==> config.mk <==
export PLATFORM = sky130hd
export DESIGN_NAME = dmem_lsu
export DESIGN_NICKNAME = d
export VERILOG_FILES = /design/src/rtl/dmem_lsu.sv
export SDC_FILE = /design/constraint.sdc
export NUM_CORES = 1
export LEC_CHECK = 0
export CAP_MARGIN = 30
export CORE_MARGIN = 2
export CORE_UTILIZATION = 40
export CTS_CLUSTER_SIZE = 20
export DETAILED_ROUTE_END_ITERATION = 8
export GPL_TIMING_DRIVEN = 1
export PLACE_DENSITY_LB_ADDON = 0.12
export SYNTH_ARGS = -nofsm -noshare
export SYNTH_HDL_FRONTEND = slang
export SYNTH_SLANG_ARGS = --single-unit
==> constraint.sdc <==
create_clock -name clk -period 2.5 [get_ports clk]
set_input_delay 0.75 -clock clk [delete_from_list [all_inputs] [get_ports clk]]
set_output_delay 0.75 -clock clk [all_outputs]
set_load 0.01 [all_outputs]
==> src/rtl/dmem_lsu.sv <==
// Load/store unit: turns one byte/half/word core access into an aligned word
// access with byte enables, and formats load data coming back from a fixed-latency RAM.
module dmem_lsu #(
    parameter int ADDR_W  = 10,
    parameter int MEM_LAT = 1
) (
    input  logic              clk,
    input  logic              reset,
    input  logic              req_valid,
    output logic              req_ready,
    input  logic              req_we,
    input  logic [2:0]        req_type,
    input  logic [31:0]       req_addr,
    input  logic [31:0]       req_wdata,
    output logic              resp_valid,
    output logic              resp_err,
    output logic [31:0]       resp_rdata,
    output logic              mem_en,
    output logic              mem_we,
    output logic [3:0]        mem_be,
    output logic [ADDR_W-1:0] mem_addr,
    output logic [31:0]       mem_wdata,
    input  logic [31:0]       mem_rdata
);

    typedef enum logic [1:0] {
        S_IDLE,
        S_ACCESS,
        S_WAIT,
        S_RESP
    } state_e;

    localparam logic [1:0] LAT_M1 = 2'(MEM_LAT - 1);

    state_e            state_q, state_d;
    logic [1:0]        cnt_q, cnt_d;
    logic              we_q, we_d;
    logic [2:0]        type_q, type_d;
    logic [1:0]        off_q, off_d;
    logic              mem_en_q, mem_en_d;
    logic              mem_we_q, mem_we_d;
    logic [3:0]        mem_be_q, mem_be_d;
    logic [ADDR_W-1:0] mem_addr_q, mem_addr_d;
    logic [31:0]       mem_wdata_q, mem_wdata_d;
    logic              resp_err_q, resp_err_d;
    logic [31:0]       resp_rdata_q, resp_rdata_d;

    logic [1:0]  req_size;
    logic [1:0]  req_off;
    logic        req_err;
    logic [3:0]  req_be;
    logic [31:0] req_wrep;
    logic        unused_addr_hi;

    // Byte-address bits above the word address never reach the RAM.
    assign unused_addr_hi = ^req_addr[31:ADDR_W+2];

    function automatic logic [31:0] fmt_load(input logic [2:0]  typ,
                                             input logic [1:0]  off,
                                             input logic [31:0] word);
        logic [31:0] lane;
        lane = word >> {off, 3'b000};
        case (typ)
            3'b000:  fmt_load = {{24{lane[7]}}, lane[7:0]};
            3'b001:  fmt_load = {{16{lane[15]}}, lane[15:0]};
            3'b100:  fmt_load = {24'b0, lane[7:0]};
            3'b101:  fmt_load = {16'b0, lane[15:0]};
            default: fmt_load = word;
        endcase
    endfunction

    // Request decode: size is funct3[1:0] for both loads and stores.
    always_comb begin
        req_size = req_type[1:0];
        req_off  = req_addr[1:0];
        req_err  = (req_size == 2'b01 && req_off[0]) ||
                   (req_size == 2'b10 && req_off != 2'b00) ||
                   (req_size == 2'b11) ||
                   (!req_we && req_type[2:1] == 2'b11);
        case (req_size)
            2'b00:   req_be = 4'b0001 << req_off;
            2'b01:   req_be = req_off[1] ? 4'b1100 : 4'b0011;
            default: req_be = 4'b1111;
        endcase
        case (req_size)
            2'b00:   req_wrep = {4{req_wdata[7:0]}};
            2'b01:   req_wrep = {2{req_wdata[15:0]}};
            default: req_wrep = req_wdata;
        endcase
    end

    always_comb begin
        // NOTE: every variable gets a default first so no path infers a latch.
        state_d      = state_q;
        cnt_d        = cnt_q;
        we_d         = we_q;
        type_d       = type_q;
        off_d        = off_q;
        mem_en_d     = 1'b0;
        mem_we_d     = 1'b0;
        mem_be_d     = '0;
        mem_addr_d   = '0;
        mem_wdata_d  = '0;
        resp_err_d   = resp_err_q;
        resp_rdata_d = resp_rdata_q;

        case (state_q)
            S_IDLE: begin
                if (req_valid) begin
                    we_d   = req_we;
                    type_d = req_type;
                    off_d  = req_off;
                    if (req_err) begin
                        state_d      = S_RESP;
                        resp_err_d   = 1'b1;
                        resp_rdata_d = '0;
                    end else begin
                        state_d    = S_ACCESS;
                        mem_en_d   = 1'b1;
                        mem_we_d   = req_we;
                        mem_be_d   = req_be;
                        mem_addr_d = req_addr[ADDR_W+1:2];
                        if (req_we) begin
                            mem_wdata_d  = req_wrep;
                            resp_err_d   = 1'b0;
                            resp_rdata_d = '0;
                        end
                    end
                end
            end
            S_ACCESS: begin
                if (we_q) begin
                    state_d = S_IDLE;
                end else begin
                    state_d = S_WAIT;
                    cnt_d   = LAT_M1;
                end
            end
            S_WAIT: begin
                if (cnt_q == 2'd0) begin
                    state_d      = S_RESP;
                    resp_err_d   = 1'b0;
                    resp_rdata_d = fmt_load(type_q, off_q, mem_rdata);
                end else begin
                    cnt_d = cnt_q - 2'd1;
                end
            end
            default: state_d = S_IDLE;
        endcase
    end

    // NOTE: reset is synchronous; a store already presented to the RAM still lands at the reset edge.
    always_ff @(posedge clk) begin
        if (reset) begin
            state_q      <= S_IDLE;
            cnt_q        <= '0;
            we_q         <= 1'b0;
            type_q       <= '0;
            off_q        <= '0;
            mem_en_q     <= 1'b0;
            mem_we_q     <= 1'b0;
            mem_be_q     <= '0;
            mem_addr_q   <= '0;
            mem_wdata_q  <= '0;
            resp_err_q   <= 1'b0;
            resp_rdata_q <= '0;
        end else begin
            // NOTE: non-blocking so every flop samples pre-edge values.
            state_q      <= state_d;
            cnt_q        <= cnt_d;
            we_q         <= we_d;
            type_q       <= type_d;
            off_q        <= off_d;
            mem_en_q     <= mem_en_d;
            mem_we_q     <= mem_we_d;
            mem_be_q     <= mem_be_d;
            mem_addr_q   <= mem_addr_d;
            mem_wdata_q  <= mem_wdata_d;
            resp_err_q   <= resp_err_d;
            resp_rdata_q <= resp_rdata_d;
        end
    end

    // A store completes in its single ACCESS cycle; loads and errors respond from RESP.
    assign req_ready  = (state_q == S_IDLE);
    assign resp_valid = (state_q == S_RESP) || (state_q == S_ACCESS && we_q);
    assign resp_err   = resp_err_q;
    assign resp_rdata = resp_rdata_q;
    assign mem_en     = mem_en_q;
    assign mem_we     = mem_we_q;
    assign mem_be     = mem_be_q;
    assign mem_addr   = mem_addr_q;
    assign mem_wdata  = mem_wdata_q;

endmodule

==> key figures, run 1 <==
Timing
  • Final setup TNS: 0 ns
  • Period utilisation layout: 0.942
  • FMAX: 425 MHz
  • RSZ-0062 raised after global routing: false
  • Measured slew at the worst slew-check pin: 0.652 ns
  • Crit path time final: 2.36 ns
  • Setup slack after layout: 0.144 ns
  • Fin. Hold Viols: 0
  • Max Clock Skew: 0.0109 ns
  • Max-Slew Margin vs Limit: 0.564
  • Final setup violating endpoints: 0
  • Max-slew violations: 0

Power and ir drop
  • Switch share: 0.267
  • Cell Pwr Density: 601 nW/um^2
  • Design Power: 0.00344 W
  • Leak: 2.18 nW
  • Sw Pwr: 0.000919 W
  • Sequential power share: 0.458
  • Max VDD drop: 0.304 mV
  • Clk pwr share: 0.334
  • Gate power share: 0.208
  • Pint: 0.00253 W

Clock network
  • # Post-CTS Setup Buffers: 0
  • H-tree lvl count: 3
  • Cts repair resizes: 0
  • CTS buffer count: 9
  • Clock latency on the worst-skew pair: 0.35 ns
  • CTS tree: built
  • Hold bufs inserted after CTS: 0
  • CTS Sinks: 91
  • CTS Buffer Depth: 2
  • Clock Tree Root: clkbuf_8
  • Clock Pin Slew Worst Setup and Hold Paths: 0.09 ns

Placed design
  • GPL Wtd Cong: 0.800
  • Cell area after placement: 5500 sq um
  • Final HPWL DP: 8.08 mm
  • Dpl ws: -0.0175 ns
  • I/O Buffers: 165

Run
  • Max-Cap Viols: 0

Critical path
  • Crit path arrival time: 1.61 ns
  • Critical Path RT: 1.75 ns
  • Startpoint Class: register
  • CP Class: register to output pin
  • CP Capture Type: output pin
  • Maximum fanout along the worst path: 6

Routing
  • Vias: 3492
  • DR pass1 iterations: 4
  • Vias/cell: 5.17
  • Post-route DRC: 0
  • Wire length per cell: 15.9 um
  • Routed Wire Length: 10.8 mm
  • Initial drt markers: 146
  • Final ANT Viol Nets: 0

Finish
  • Most frequent cells in the layout: clkdlybuf4s50_1, dfxtp_1, nor2_1, nand2_1, a21oi_1
  • Most common cell after layout, fill and taps aside: clkdlybuf4s50_1
  • Diode count: 0
  • Synth-to-Final Area Change: 58.0%
  • Post-route cell area: 5730 sq um
  • Share of cells above drive strength 1: 0.0880
  • Final #Nets: 667

Floorplanning
  • Core Region: 8760 sq um
  • Vert. Die Dim: 99.2 um
  • Die width: 99.2 um
  • Initial core utilization: 0.414
  • Top-level port count: 186
  • Rows: 34
  • Full die area: 9850 sq um

Min path
  • Hold Path Class: register to register

Yosys
  • Cells after synthesis: 391
  • Register bit total from synthesis: 91
  • Post-synthesis sequential area ratio: 0.502
  • Area of the mapped netlist: 3630 sq um
  • Avg Inst Size Synth: 9.28 sq um
  • Ys Warns: 0
  • Synth cell types: 41
  • Syn nets: 495

Global route
  • Gr usage total: 0.217
  • GRT overflow: 0
  • Initial antenna violation count: 0
  • Vias in the first global route: 3330
  • Largest net degree at the start of global routing: 32
  • Global-route wire length before repair: 17.1 mm

Status
  • Outcome: completed
[stage by stage]
step                      hold slack, ns  std cells  utilization
final                              0.458        676        0.654
after CTS                          0.459        676        0.654
after global routing               0.487        676        0.654
after detailed placement           0.447        660        0.627
after global placement             0.442        660        0.627
after floorplan                    0.432        391            -
[metal layers]
layer / vias up / track usage / wire (um)
met1: 1609 / 0.304 / 4910
met2: 139 / 0.332 / 4970
met4: 0 / 0.0811 / 214
li1: 1728 / - / -
met5: - / 0 / 0
met3: 16 / 0.0415 / 682
[registers in the layout, summed over array words and instances, names as in the netlist, 2 cells and up]
register,flops
mem_addr,10
resp_rdata,32
mem_wdata,32
type_q,3
cnt_q,2
state_q,2
mem_be,4
off_q,2
[area by class of cell]
cell class | instances | area (sq um)
Inverter | 7 | 26.3
Tap cell | 108 | 135
Multi-Input combinational cell | 266 | 1650
Clock buffer | 10 | 138
Fill cell | 748 | 3030
Timing Repair Buffer | 188 | 1860
Sequential cell | 91 | 1820
Clock inverter | 6 | 93.8
[worst max-delay path, cell delays in order (launching register included)]
cell,delay [ns]
dfxtp_2,0.41
nor2_1,0.08
nor2b_1,0.19
clkdlybuf4s50_1,0.57
[path summary, 6_finish.rpt]
path	slack [ns]	startpoint	cells after the start	endpoint
setup reg to reg	0.59	off_q[1]	6	resp_rdata[20]
setup / recovery	0.14	state_q[1]	3	resp_valid
hold / removal	0.46	type_q[1]	2	type_q[1]
hold reg to reg	0.46	type_q[1]	2	type_q[1]
[power groups by stage]
stage | Sequential, W | Clock [W] | Combinational [W]
CTS | 0.00158 | 0.00117 | 0.000719
detailed placement | 0.00161 | 0 | 0.000715
floorplan | 0.00163 | 0 | 0.000294
finish | 0.00158 | 0.00115 | 0.000717
global route | 0.00159 | 0.00122 | 0.000774
global placement | 0.00161 | 0 | 0.000702
[cells in the mapped netlist, drive strengths merged]
cell / instances / area, sq um
inv: 7 / 26.3
mux2i: 25 / 250
a31oi: 3 / 40.0
a221o: 17 / 170
nand3: 2 / 10.0
clkbuf: 17 / 63.8
a32o: 7 / 70.1
nor3b: 1 / 7.51
o211ai: 8 / 60.1
ha: 1 / 12.5
nor4: 3 / 25.0
dfxtp: 91 / 1820
o21ai: 2 / 10.0
a211oi: 1 / 7.51
a22oi: 2 / 15.0
o221ai: 7 / 61.3
nand2b: 12 / 75.1
nor3: 2 / 15.0
o41ai: 1 / 27.5
buf: 10 / 62.6
a21oi: 45 / 229
nand3b: 1 / 7.51
and2: 11 / 68.8
or2: 3 / 18.8
nand2: 48 / 183
nor2b: 4 / 25.0
o21a: 3 / 22.5
o2bb2ai: 1 / 8.76
and3: 8 / 50.1
nor2: 48 / 183
[cells by family after synthesis]
kind of cell | Yosys count | synth area share
and+or+nand+nor | 143 | 0.184
adders and majority gates | 1 | 0.00345
buffers and inverters | 34 | 0.0421
AOI/OAI and AO/OA | 97 | 0.199
muxes | 25 | 0.0690
DFF | 91 | 0.502
Power figures use the tool's default switching activity.
==> inputs of run 2 (changes only) <==
- CAP_MARGIN: 30 -> unset
- CORE_ASPECT_RATIO: unset -> 0.5
==> run 2 against run 1 <==
Against the previous run: setup slack improved by 0.040 ns; highest routed layer unchanged; non-clock buffer count did not move; clock power rose by 28%; critical endpoint unchanged; largest cell class unchanged.
==> key figures, run 2 (same netlist as run 1, synthesis figures left out) <==
Clock network
  • CTS Sinks: 91 (unchanged)
  • H-tree lvl count: 3 (unchanged)
  • Clock Pin Slew Worst Setup and Hold Paths: 0.06 ns (-0.03 ns)
  • CTS tree: built
  • Clock latency on the worst-skew pair: 0.33 ns (-0.02 ns)
  • CTS buffer count: 9 (unchanged)
  • Clock Tree Root: clkbuf_16
  • CTS Buffer Depth: 2 (unchanged)

Global route
  • Gr usage total: 0.215 (-0.00219)
  • Initial antenna violation count: 0 (unchanged)
  • Largest net degree at the start of global routing: 32 (unchanged)
  • Global-route wire length before repair: 17.1 mm (-0.20%)
  • Vias in the first global route: 3449 (+3.6%)
  • GRT overflow: 0 (unchanged)

Status
  • Outcome: completed

Placed design
  • GPL Wtd Cong: 0.848 (+6.0%)
  • I/O Buffers: 165 (unchanged)
  • Final HPWL DP: 7.62 mm (-5.7%)

Finish
  • Diode count: 0 (unchanged)
  • Synth-to-Final Area Change: 61.0%
  • Most frequent cells in the layout: clkdlybuf4s50_1, dfxtp_1, nor2_1, nand2_1, a21oi_1
  • Most common cell after layout, fill and taps aside: clkdlybuf4s50_1
  • Share of cells above drive strength 1: 0.0880 (unchanged)
  • Final #Nets: 667 (unchanged)

Routing
  • DR pass1 iterations: 4 (unchanged)
  • Final ANT Viol Nets: 0 (unchanged)
  • Vias: 3491 (-0.029%)
  • Initial drt markers: 193 (+32%)
  • Wire length per cell: 15.2 um (-4.6%)
  • Post-route DRC: 0 (unchanged)
  • Vias/cell: 5.10 (-1.3%)
  • Routed Wire Length: 10.4 mm (-3.3%)

Floorplanning
  • Full die area: 9890 sq um (+0.47%)
  • Vert. Die Dim: 71.3 um (-28%)
  • Initial core utilization: 0.414 (about the same)
  • Top-level port count: 186 (unchanged)
  • Rows: 24 (-29%)
  • Die width: 139 um (+40%)
  • Core Region: 8770 sq um (about the same)

Timing
  • Crit path time final: 2.32 ns (-0.0402 ns)
  • RSZ-0062 raised after global routing: false
  • Measured slew at the worst slew-check pin: 0.635 ns (-0.0169 ns)
  • FMAX: 432 MHz (+1.7%)
  • WHS: 0.459 ns (+0.000741 ns)
  • Max-Slew Margin vs Limit: 0.575 (+0.0113)
  • Period utilisation layout: 0.926 (-0.0161)
  • Max-slew violations: 0 (unchanged)
  • Max Clock Skew: 0.00582 ns (-0.00505 ns)
  • Final setup violating endpoints: 0 (unchanged)
  • Fin. Hold Viols: 0 (unchanged)

Critical path
  • CP Capture Type: output pin
  • R2R Setup Slk: 0.49 ns (-0.10 ns)
  • Worst r2r path cells: 6 (unchanged)
  • Maximum fanout along the worst path: 6 (unchanged)
  • CP Class: register to output pin
  • R2r startpoint: off_q[1]
  • Crit path arrival time: 1.57 ns (-0.04 ns)
  • Startpoint Class: register
  • Crit path from: state_q[1]
  • Critical Path RT: 1.75 ns (about the same)

Min path
  • Hold Path Class: register to register
  • Hold Startpoint: we_q
  • Hold path depth: 2 (unchanged)

Power and ir drop
  • Design Power: 0.00376 W (+9.1%)
  • Cell Pwr Density: 643 nW/um^2 (+7.0%)
  • Max VDD drop: 0.335 mV (+10%)
  • Leak: 2.22 nW (+1.9%)

Run
  • Max-Cap Viols: 0 (unchanged)
run 2: cell count changes in the layout (fill, tap and decap cells not counted):
cell	change
clkbuf_8	-9
inv_6	-2
clkinvlp_4	+1
clkinv_2	+1
clkbuf_16	+9
run 2: power breakdown:
group	leakage, nW	switching, W	internal [W]
combinational	1.33	0.000315	0.000394
sequential	0.739	0.0000484	0.00153
clock	0.155	0.000565	0.000903
total	2.22	0.000928	0.00283
run 2: layer usage:
metal	track usage	part of all wire	up-vias
met5	0	0	-
met1	0.270	0.45	1627
met3	0.0775	0.083	14
met4	0.0696	0.016	0
met2	0.350	0.45	120
li1	-	-	1730
run 2: final cells by class:
| type | count | area (sq um) |
|---|---|---|
| Fill cell | 741 | 2930 |
| Multi-Input combinational cell | 266 | 1650 |
| Clock buffer | 10 | 239 |
| Inverter | 7 | 26.3 |
| Clock inverter | 6 | 88.8 |
| Timing Repair Buffer | 188 | 1860 |
| Sequential cell | 91 | 1820 |
| Tap cell | 117 | 146 |
run 2: critical path, stage by stage (launching register included):
cell             delay, ns
dfxtp_2               0.40
nor2_1                0.08
nor2b_1               0.18
clkdlybuf4s50_1       0.58
run 2: timing repair:
item                                    in CTS  in global routing
gates resized for setup                      0                  1
buffers inserted                             0                  0
hold buffers                                 0                  0
endpoints found under the setup margin       0                  1
endpoints found under the hold margin        0                  0
run 2: path summary, 6_finish.rpt:
| check | to |
|---|---|
| worst max-delay path | resp_valid |
| worst max register to register | resp_rdata[22] |
| worst min register to register | we_q |
| worst min-delay path | we_q |
run 2: stage by stage:
stage               setup slack [ns]  utilization  setup TNS, ns  std cells  instance area [sq um]
CTS                           0.0778        0.666              0        685                   5840
detailed placement          -0.00582        0.628        -0.0116        669                   5510
finish                         0.185        0.666              0        685                   5840
global placement             0.00244        0.628              0        669                   5510
floorplan                      0.339            -              0        391                   3630
global route                  0.0988        0.666              0        685                   5840
==> inputs of run 3 (changes only) <==
- PLACE_DENSITY: unset -> 0.84
- PLACE_DENSITY_LB_ADDON: 0.12 -> unset
==> run 3 against run 2 <==
Against the previous run: critical path type unchanged; clock power decreased by 12%; global-route usage increased by 0.80 points; flip-flop and latch count unchanged; combinational power decreased by 0.7%; fmax decreased by 1.4%; register-to-register slack improved by 0.09 ns; largest power group unchanged; via count increased by 1.3%; sequential power about the same; wire length increased by 4.9%; design area decreased by 0.88%.
==> key figures, run 3 (same netlist as run 1, synthesis figures left out) <==
Status
  • Outcome: completed

Critical path
  • Maximum fanout along the worst path: 9 (+3)
  • RR Endpoint: resp_rdata[27]
  • Worst r2r path cells: 6 (unchanged)
  • CP Capture Type: output pin
  • R2R Setup Slk: 0.58 ns (+0.09 ns)
  • Startpoint Class: register
  • CP Class: register to output pin
  • Crit path arrival time: 1.60 ns (+0.03 ns)
  • R2r startpoint: off_q[1]
  • Critical Path RT: 1.75 ns (about the same)

Min path
  • Hold Startpoint: cnt_q[0]
  • Hold Path Class: register to register
  • Hold path depth: 2 (unchanged)
  • Worst Hold Endpoint: cnt_q[0]

Floorplanning
  • Top-level port count: 186 (unchanged)
  • Die width: 139 um (unchanged)
  • Full die area: 9890 sq um (unchanged)
  • Initial core utilization: 0.414 (unchanged)
  • Rows: 24 (unchanged)
  • Core Region: 8770 sq um (unchanged)
  • Vert. Die Dim: 71.3 um (unchanged)

Timing
  • Fin. Hold Viols: 0 (unchanged)
  • Final setup TNS: 0 ns (unchanged)
  • Max-Slew Margin vs Limit: 0.567 (-0.00843)
  • RSZ-0062 raised after global routing: false
  • Max-slew violations: 0 (unchanged)
  • Measured slew at the worst slew-check pin: 0.648 ns (+0.0126 ns)
  • Period utilisation layout: 0.939 (+0.0133)
  • WHS: 0.455 ns (-0.00427 ns)
  • FMAX: 426 MHz (-1.4%)
  • Crit path time final: 2.35 ns (+0.0333 ns)
  • Max Clock Skew: 0.00578 ns (-0.0000397 ns)
  • Final setup violating endpoints: 0 (unchanged)

Global route
  • Gr usage total: 0.223 (+0.00800)
  • Initial antenna violation count: 0 (unchanged)
  • Grt met1 use: 0.260 (-0.00983)
  • Vias in the first global route: 3540 (+2.6%)
  • GRT overflow: 0 (unchanged)
  • Global Route met3 Usage: 0.0896 (+0.0120)
  • Met2 usage: 0.385 (+0.0347)
  • Largest net degree at the start of global routing: 32 (unchanged)
  • Busiest grt layer: met2
  • Global-route wire length before repair: 17.5 mm (+2.3%)

Placed design
  • GPL Wtd Cong: 0.840 (-0.92%)
  • I/O Buffers: 165 (unchanged)
  • Final HPWL DP: 8.17 mm (+7.2%)
  • Cell area after placement: 5500 sq um (-0.23%)

Power and ir drop
  • Clk pwr share: 0.361 (-0.030)
  • Cell Pwr Density: 620 nW/um^2 (-3.7%)
  • Pint: 0.00265 W (-6.2%)
  • Sequential power share: 0.443 (+0.022)
  • Gate power share: 0.196 (+0.007)
  • Design Power: 0.00359 W (-4.5%)
  • Leak: 2.21 nW (-0.68%)
  • Max VDD drop: 0.444 mV (+32%)
  • Switch share: 0.260 (+0.0133)
  • Sw Pwr: 0.000934 W (+0.64%)

Clock network
  • Clock Pin Slew Worst Setup and Hold Paths: 0.06 ns (about the same)
  • H-tree lvl count: 3 (unchanged)
  • CTS buffer count: 9 (unchanged)
  • Clock Tree Root: clkbuf_16
  • CTS Sinks: 91 (unchanged)
  • CTS Buffer Depth: 2 (unchanged)
  • Clock latency on the worst-skew pair: 0.34 ns (about the same)
  • CTS tree: built

Finish
  • Most frequent cells in the layout: clkdlybuf4s50_1, dfxtp_1, nor2_1, nand2_1, a21oi_1
  • Post-route cell area: 5790 sq um (-0.88%)
  • Diode count: 0 (unchanged)
  • Share of cells above drive strength 1: 0.0898 (+0.00176)
  • Most common cell after layout, fill and taps aside: clkdlybuf4s50_1
  • Number of fill cells in the layout: 741 (unchanged)
  • Synth-to-Final Area Change: 59.5%
  • Final #Nets: 667 (unchanged)

Routing
  • Wire length per cell: 16.0 um (+4.9%)
  • Post-route DRC: 0 (unchanged)
  • DR pass1 iterations: 4 (unchanged)
  • Vias: 3538 (+1.3%)
  • Final ANT Viol Nets: 0 (unchanged)
  • Initial drt markers: 178 (-7.8%)
  • Vias/cell: 5.16 (+1.3%)
  • Routed Wire Length: 10.9 mm (+4.9%)

Run
  • Max-Cap Viols: 0 (unchanged)
[run 3: cell types whose count changed in the layout (fill, tap and decap cells not counted)]
cell        before  now
dfxtp_2          1    2
bufinv_16        2    0
dfxtp_1         90   89
buf_12           3    2
clkinvlp_4       2    1
inv_6            0    1
buf_4           20   21
clkinv_2         1    2
clkbuf_8         1    2
[run 3: worst max-delay path by stage]
stage / from / endpoint / cells after the start
after floorplan: req_we / resp_rdata[17] / 7
after global placement: req_addr[0] / resp_rdata[28] / 7
after detailed placement: req_type[0] / resp_rdata[27] / 7
after CTS: state_q[0] / resp_valid / 2
after global routing: state_q[1] / resp_valid / 3
final: state_q[0] / resp_valid / 2
[run 3: power groups by stage]
stage | Sequential (W) | Combinational [W] | Clock (W)
floorplan | 0.00163 | 0.000294 | 0
global placement | 0.00161 | 0.000688 | 0
detailed placement | 0.00162 | 0.000703 | 0
CTS | 0.00159 | 0.000707 | 0.00132
global route | 0.00160 | 0.000760 | 0.00139
finish | 0.00159 | 0.000704 | 0.00130
[run 3: per-stage QoR]
stage / std cells / setup slack, ns / utilization
finish: 685 / 0.151 / 0.660
global route: 685 / 0.0823 / 0.660
CTS: 685 / 0.0110 / 0.660
detailed placement: 669 / -0.0724 / 0.627
global placement: 669 / 0.00393 / 0.627
floorplan: 391 / 0.339 / -
[run 3: layout make-up]
cell class / count / area, sq um / area share
inverters: 7 / 26.3 / 0.00454
well taps: 117 / 146 / 0.0253
multi-input cells: 266 / 1650 / 0.286
clock inverters: 5 / 35.0 / 0.00605
repair buffers: 188 / 1850 / 0.320
clock buffers: 11 / 253 / 0.0437
flip-flops and latches: 91 / 1820 / 0.315
[run 3: routing by layer]
metal / share of wire / wire length (um)
met1: 0.41 / 4510
met2: 0.49 / 5330
met3: 0.080 / 876
met4: 0.020 / 218
met5: 0 / 0
[run 3: critical path, cell delays in order, from the launching register on]
cell,delay [ns]
dfxtp_2,0.46
nor2b_1,0.23
clkdlybuf4s50_1,0.58
[run 3: timing repair]
item / CTS / global route
hold buffers: 0 / 0
buffers inserted: 0 / 0
setup endpoints to repair: 0 / 1
gates resized for setup: 0 / 2
